## src/rtl/regfile_pkg.sv

```systemverilog
// Shared definitions for the register file and its storage cells.
package regfile_pkg;

  // Index of the register that is hardwired to zero when that option is on.
  localparam int REG_ZERO = 0;

  // Index width needed to address n registers (at least one bit).
  function automatic int addr_w(input int n);
    return (n <= 1) ? 1 : $clog2(n);
  endfunction

endpackage

```

## src/rtl/register_file_sb_register.sv

```systemverilog
// Single storage register: loads data_in on load_en, clears on async reset.
module register #(
  parameter int SIZE = 32
) (
  input  logic            clk,
  input  logic            rst,
  input  logic            load_en,
  input  logic [SIZE-1:0] data_in,
  output logic [SIZE-1:0] data_out
);

  logic [SIZE-1:0] val_q;
  logic [SIZE-1:0] val_d;

  // Hold the current value unless a load is requested.
  always_comb begin
    val_d = val_q;
    if (load_en) val_d = data_in;
  end

  // Storage flop, cleared by the core reset.
  always_ff @(posedge clk or posedge rst) begin
    if (rst) val_q <= '0;
    else     val_q <= val_d;
  end

  assign data_out = val_q;

endmodule

```

## src/rtl/register_file_sb.sv

```systemverilog
// Integer register file with same-cycle write forwarding and a per-register
// busy scoreboard used by decode to stall on writes that are still in flight.
module register_file_sb
  import regfile_pkg::*;
#(
  parameter int XLEN      = 32,
  parameter int NREGS     = 32,
  parameter int NREAD     = 2,
  parameter int ZERO_REG  = 1,
  parameter int SYNC_READ = 0,
  localparam int AW       = addr_w(NREGS)
) (
  input  logic                  clk,
  input  logic                  rst,
  input  logic [XLEN-1:0]       data_in,
  input  logic [AW-1:0]         sel_in,
  input  logic                  load_en,
  input  logic                  issue_en,
  input  logic [AW-1:0]         issue_sel,
  input  logic [NREAD*AW-1:0]   sel_out,
  output logic [NREAD*XLEN-1:0] data_out,
  output logic [NREAD-1:0]      busy_out,
  output logic                  stall
);

  logic [XLEN-1:0]       regs [NREGS];
  logic [NREGS-1:0]      busy_q;
  logic [NREGS-1:0]      busy_d;
  logic [NREAD*XLEN-1:0] rd_data;
  logic [NREAD-1:0]      rd_busy;

  // Storage: one register per index; the hardwired-zero slot has no cell.
  for (genvar i = 0; i < NREGS; i++) begin : g_reg
    if (ZERO_REG != 0 && i == REG_ZERO) begin : g_zero
      assign regs[i] = '0;
    end else begin : g_store
      logic wr_en;
      assign wr_en = load_en && (sel_in == AW'(i));
      register #(.SIZE(XLEN)) u_reg (
        .clk      (clk),
        .rst      (rst),
        .load_en  (wr_en),
        .data_in  (data_in),
        .data_out (regs[i])
      );
    end
  end

  // Read ports: zero register first, then writeback forwarding, then storage.
  for (genvar p = 0; p < NREAD; p++) begin : g_rd
    logic [AW-1:0]   sel_p;
    logic            fwd;
    logic            is_zero;
    logic [XLEN-1:0] val;
    logic            bsy;

    assign sel_p = sel_out[p*AW +: AW];

    // Port value and busy flag; a write landing this cycle unblocks the read.
    always_comb begin
      val     = '0;
      bsy     = 1'b0;
      fwd     = load_en && (sel_in == sel_p);
      is_zero = (ZERO_REG != 0) && (sel_p == AW'(REG_ZERO));
      if (is_zero)  val = '0;
      else if (fwd) val = data_in;
      else          val = regs[sel_p];
      bsy = busy_q[sel_p] && !fwd;
    end

    assign rd_data[p*XLEN +: XLEN] = val;
    assign rd_busy[p]              = bsy;
  end

  // Scoreboard next state: writeback clears, issue sets (issue wins on a tie).
  always_comb begin
    busy_d = busy_q;
    if (load_en)       busy_d[sel_in]    = 1'b0;
    if (issue_en)      busy_d[issue_sel] = 1'b1;
    if (ZERO_REG != 0) busy_d[REG_ZERO]  = 1'b0;
  end

  // Scoreboard flops; reset aborts every pending claim.
  always_ff @(posedge clk or posedge rst) begin
    if (rst) busy_q <= '0;
    else     busy_q <= busy_d;
  end

  if (SYNC_READ != 0) begin : g_sync
    logic [NREAD*XLEN-1:0] data_out_q;
    logic [NREAD*XLEN-1:0] data_out_d;
    logic [NREAD-1:0]      busy_out_q;
    logic [NREAD-1:0]      busy_out_d;

    // Registered read: data and busy share the same one-cycle latency.
    always_comb begin
      data_out_d = rd_data;
      busy_out_d = rd_busy;
    end

    // Output registers, zero while reset is asserted.
    always_ff @(posedge clk or posedge rst) begin
      if (rst) begin
        data_out_q <= '0;
        busy_out_q <= '0;
      end else begin
        data_out_q <= data_out_d;
        busy_out_q <= busy_out_d;
      end
    end

    assign data_out = data_out_q;
    assign busy_out = busy_out_q;
  end else begin : g_comb
    assign data_out = rd_data;
    assign busy_out = rd_busy;
  end

  assign stall = |busy_out;

endmodule

```

## config.mk

```make
export PLATFORM = sky130hd
export DESIGN_NAME = register_file_sb
export DESIGN_NICKNAME = d
export VERILOG_FILES = /design/src/rtl/regfile_pkg.sv /design/src/rtl/register_file_sb_register.sv /design/src/rtl/register_file_sb.sv
export SDC_FILE = /design/constraint.sdc
export NUM_CORES = 2
export LEC_CHECK = 0
export CAP_MARGIN = 20
export CORE_UTILIZATION = 40
export CTS_CLUSTER_SIZE = 12
export DETAILED_ROUTE_END_ITERATION = 16
export DONT_BUFFER_PORTS = 1
export GPL_ROUTABILITY_DRIVEN = 1
export PLACE_DENSITY = 0.57
export SETUP_SLACK_MARGIN = 0.2
export SKIP_LAST_GASP = 1
export SLEW_MARGIN = 10
export SYNTH_ARGS = -nofsm -noshare
export SYNTH_HDL_FRONTEND = slang
export SYNTH_SLANG_ARGS = --single-unit
```

## constraint.sdc

```tcl
create_clock -name clk -period 32.1 [get_ports clk]
set_input_delay 4.815 -clock clk [delete_from_list [all_inputs] [get_ports clk]]
set_output_delay 4.815 -clock clk [all_outputs]
set_load 0.02 [all_outputs]
```

# After elaboration in Yosys (flattened, before gate mapping)
# Index checks and enable logic that the tools add are counted.
[op_classes]
order_cmp = 8
reduce_logical = 42
bitwise = 5
n_eq_ne = 33
muxes = 20
[op_table]
columns = ["operator", "n"]
rows = [
  ["32-bit binary-select mux with 5-bit select", 2],
  ["32-bit 2-to-1 mux", 10],
  ["5-bit == test (second input constant)", 16],
  ["5-bit by 4-bit == test with 1-bit output (second input constant)", 8],
  ["1-bit logical AND", 37],
  ["32-bit AND", 1],
  ["32-bit NOT", 1],
  ["32-bit bitwise OR", 1],
  ["5-bit by 6-bit < comparator with 1-bit output (second input constant)", 4],
  ["5-bit by 3-bit == test with 1-bit output (second input constant)", 4],
  ["6-bit >= comparator (second input constant)", 2],
  ["5-bit NOT with 6-bit output", 2],
  ["1-bit binary-select mux with 5-bit select", 2],
  ["1-bit demux with 5-bit select", 2],
  ["5-bit by 2-bit == test with 1-bit output (second input constant)", 2],
  ["5-bit == test", 2],
  ["5-bit by 1-bit >= comparator with 1-bit output (second input constant)", 2],
  ["5-bit zero test", 2],
  ["5-bit by 1-bit == test with 1-bit output (second input constant)", 1],
  ["1-bit 2-to-1 mux", 4],
  ["1-bit zero test", 2],
  ["2-bit OR reduction", 1],
]
[totals]
output_inout_bits = 67
regBits = 1023
word_cells = 140
in_bits = 56

# Longest topological paths before layout
[depth]
word_depth = 9
ltp_mapped = 11
depth_no_buf = 6

# Cells and area by module
# A second synthesis with hierarchy kept.
[hier_totals]
cells_unflattened = 3762
hier_area_um2 = 60306.6
[by_module_without_submodules]
columns = ["module", "cells_per_inst", "area_each_um2", "n_inst", "seq_area_each_um2"]
rows = [
  ["register", 69, 1348.8, 31, 800.8],
  ["register_file_sb", 1623, 18494.0, 1, 775.7],
]

# Least setup slack after synthesis
# Ideal clock, no wire load.
[synth_path]
path_type = "input port to output port"
start = "in sel_out[0]"
end = "out data_out[14]"
required_ns = 27.285
arrival_time_ns = 6.712
setup_slack_ns = 20.573
cell_stages = 9
cell_sequence = "buf_6 -> buf_12 -> buf_8 -> buf_4 -> mux2_2 -> a221oi_1 -> nor3_1 -> a211oi_1 -> o41ai_1"
[synth_via]
elab_chain_len = 6
elab_cells_between_ends = 9
classes_between = "1 x eq/ne; 5 x mux; 1 x bitwise; 2 x reduce/logical"
[synth_rtl]
columns = ["item", "line_no", "text"]
rows = [
  ["start, declared", "register_file_sb.sv:20", "input logic [NREAD*AW-1:0] sel_out,"],
  ["5-bit NOT with 6-bit output (not written as such)", "register_file_sb.sv:67", "else val = regs[sel_p];"],
  ["32-bit binary-select mux with 5-bit select", "register_file_sb.sv:67", ""],
  ["32-bit 2-to-1 mux (not written as such) (2 in a row)", "register_file_sb.sv:67", ""],
  ["32-bit 2-to-1 mux", "register_file_sb.sv:66", "else if (fwd) val = data_in;"],
  ["32-bit 2-to-1 mux (*)", "register_file_sb.sv:65", "if (is_zero) val = '0;"],
  ["end, declared", "register_file_sb.sv:21", "output logic [NREAD*XLEN-1:0] data_out,"],
]
# Every way passes the cells marked *; elsewhere a longest branch is shown, timed or not. The select of a mux whose other input is x is not followed.

# Worst setup path after layout
[layout_path]
start = "in sel_out[6]"
end = "out data_out[60]"
# The elaborated chain is that of the path after synthesis.

==> results.yml <==
status:
  status: "finished clean"
cts:
  cts_buffer_depth: 3
  insertion_delay_ns: 0.72
  root_buffer: "clkbuf_16"
  tritoncts: "built"
  postCtsHoldBufs: 0
  clk_pin_slew_worst_paths_ns: 0.06
  htreeDepth: 3
  cts_resized: 0
  numCtsBuffers: 110
  postCtsSetupRepairBufs: 0
  numClockSinks: 1023
timing:
  worst_pin_slew_ns: 1.27
  rsz0062_at_grt: "false"
  tns_ns: 0
  fin_crit_sh_pct: 40.9
  hold_viol: 0
  setup_slack_ns: 18.98
  clock_skew_ns: 0
  fmax_ghz: 0.0762
  hold_ws_ns: 0.521
  drv_slew: 0
  slew_headroom_pct: 15.5
  fin_crit_ns: 13.13
  finalSetupViolCount: 0
final_layout:
  drive_above_1_share_pct: 48.9
  fin_area_mm2: 0.0603
  fin_util_pct: 43.8
  nets: 3706
  layout.cells.non_filler: 5532
  area_growth_pct: 8.49
logic_synthesis:
  async_reset_ff_share_pct: 100
  syn-num-nets: 3944
  netlist_top_cells_count: "mux2_2 (1101), dfrtp_1 (1023), mux4_2 (416)"
  synth_top_area_share_pct: 46.0
  yosysMostFrequentCell: "mux2_2"
  ys_warn_count: 0
  ys_types: 56
  ys_seq_area_share_pct: 46.0
  ys_seq_elements: 1023
  synth-edff-count: 0
  syn-instance-count: 3888
  ys.flop_type: "dfrtp_1"
  synthTopCellsByArea: "dfrtp_1 (46%), mux2_2 (22%), mux4_2 (17%), mux2i_1 (2.4%), clkbuf_1 (1.2%)"
  synth_area_mm2: 0.0556
  syn_area_per_cell_um2: 14.3
  yosysTopAreaCell: "dfrtp_1"
global_routing:
  gr-total-overflow: 0
  grt_pass1_wl_um: 273000
  antenna_found_initial: 3
  grt.total_usage_pct: 26.7
  grt_pass1_vias: 36446
  grt_max_degree: 306
routing:
  num_vias: 35777
  wl_per_cell_um: 33.7
  via_per_inst: 6.47
  antenna_left: 0
  drc_errors: 0
  drt-total-wl_um: 187000
  drt_iter0_drc: 3436
  drtPass1Iterations: 5
floorplanning:
  die_area_mm2: 0.141
  die_h_um: 375
  ios: 123
  core.rowCount: 136
  core_area_mm2: 0.138
  die_x_um: 375
  start_util_pct: 40.4
min_path:
  hold_class: "reg2reg"
  hold_depth: 1
  hold_start: "g_reg[26].g_store.u_reg.data_out[15]"
  hold-path-endpoint: "g_reg[26].g_store.u_reg.data_out[15]"
critical_path:
  r2r-start: "g_reg[9].g_store.u_reg.data_out[26]"
  worstSetupEndpointType: "output port"
  slowest_delay_ns: 0.96
  path_cells: "xor2_1, nor3_1, nand4_1, buf_4, nand2_1, o22ai_1, nor2_1"
  reg2reg_depth: 1
  r2r-end: "g_reg[9].g_store.u_reg.data_out[26]"
  worstPathRequired_ns: 27.28
  crit_fanout: 305
  cp.arrival_ns: 8.31
  start_kind: "input port"
  slowest_stage: "nand2_1"
  crit_type: "in2out"
  r2r_setup_slack_ns: 31.30
placed_design:
  dp_hpwl_um: 100000
  place.port_buffers: 0
  gp_congestion: 0.809
  dp_slack_ns: 19.59
  place_area_mm2: 0.0566
  placedCellCount: 5329
power:
  ir_drop_mv: 0.0410
  total_power_mw: 3.76
  leakage_nw: 25.7
  p_per_area_mw_per_mm2: 62.3
flow_run:
  drv_cap: 0
[cell usage in the layout (no fill, tap or decap), drive strengths merged, types with 10 or more instances in the layout]
master	n
mux2	1101
dfrtp	1023
mux4	417
clkbuf	164
mux2i	133
nand2	118
o22ai	75
o21ai	75
nor2	75
buf	64
a221oi	62
a22oi	55
a21oi	52
nand3	40
clkinv	28
a22o	21
a211oi	19
a2111oi	18
o211a	18
nor2b	16
nor3	14
o211ai	14
inv	14
a21o	13
o31ai	12
o41ai	10
[per-layer routing]
layer | vias up | track usage, % | part of all wire (%)
met5 | - | 0 | 0.0064
met4 | 2 | 9.72 | 3.6
met3 | 318 | 5.68 | 7.7
met2 | 1366 | 42.8 | 47
met1 | 19526 | 35.6 | 41
li1 | 14565 | - | -
[power breakdown]
part           switching (mW)  leakage [nW]  internal (mW)
Combinational           0.279          10.8          0.455
Clock                   0.549          1.82          0.750
Sequential              0.180          13.1           1.54
Total                    1.01          25.7           2.75
[flip-flops by register name (all words and copies together), names as in the netlist]
| register | flops |
|---|---|
| busy_q | 31 |
| g.g_store.u_reg.data_out | 992 |
[critical path: cells and delay by family]
kind	cells	cell delay, ns
xor gates and xnor gates	1	0.38
buffers and inverters	1	0.38
AOI/OAI and AO/OA	1	0.21
and+or+nand+nor	4	2.00
[how the worst max path moves through the flow]
| stage | from | to | cells past startpoint |
|---|---|---|---|
| 2_1_floorplan | rst | busy_q[10] | 1 |
| 3_3_place_gp | sel_out[4] | data_out[0] | 4 |
| 3_5_place_dp | sel_out[4] | data_out[29] | 5 |
| 4_1_cts | sel_out[6] | data_out[55] | 7 |
| 5_1_grt | sel_out[6] | data_out[36] | 7 |
| 6_report | sel_out[6] | data_out[60] | 7 |
[cell type report]
class / count / area [µm²]
Fill cell: 12316 / 77300
Multi-Input combinational cell: 2436 / 28300
Sequential cell: 1023 / 25600
Clock inverter: 34 / 318
Timing Repair Buffer: 65 / 518
Clock buffer: 163 / 3320
Tap cell: 1794 / 2240
Antenna cell: 3 / 7.51
Inverter: 14 / 57.6
[cells by family after synthesis]
| group | share of synthesized area (%) |
|---|---|
| mux | 41.6 |
| simple gates | 2.66 |
| buf+inv | 3.77 |
| flops | 46.0 |
| xor+xnor | 0.158 |
| compound gates | 5.79 |
Power figures use the tool's default switching activity.
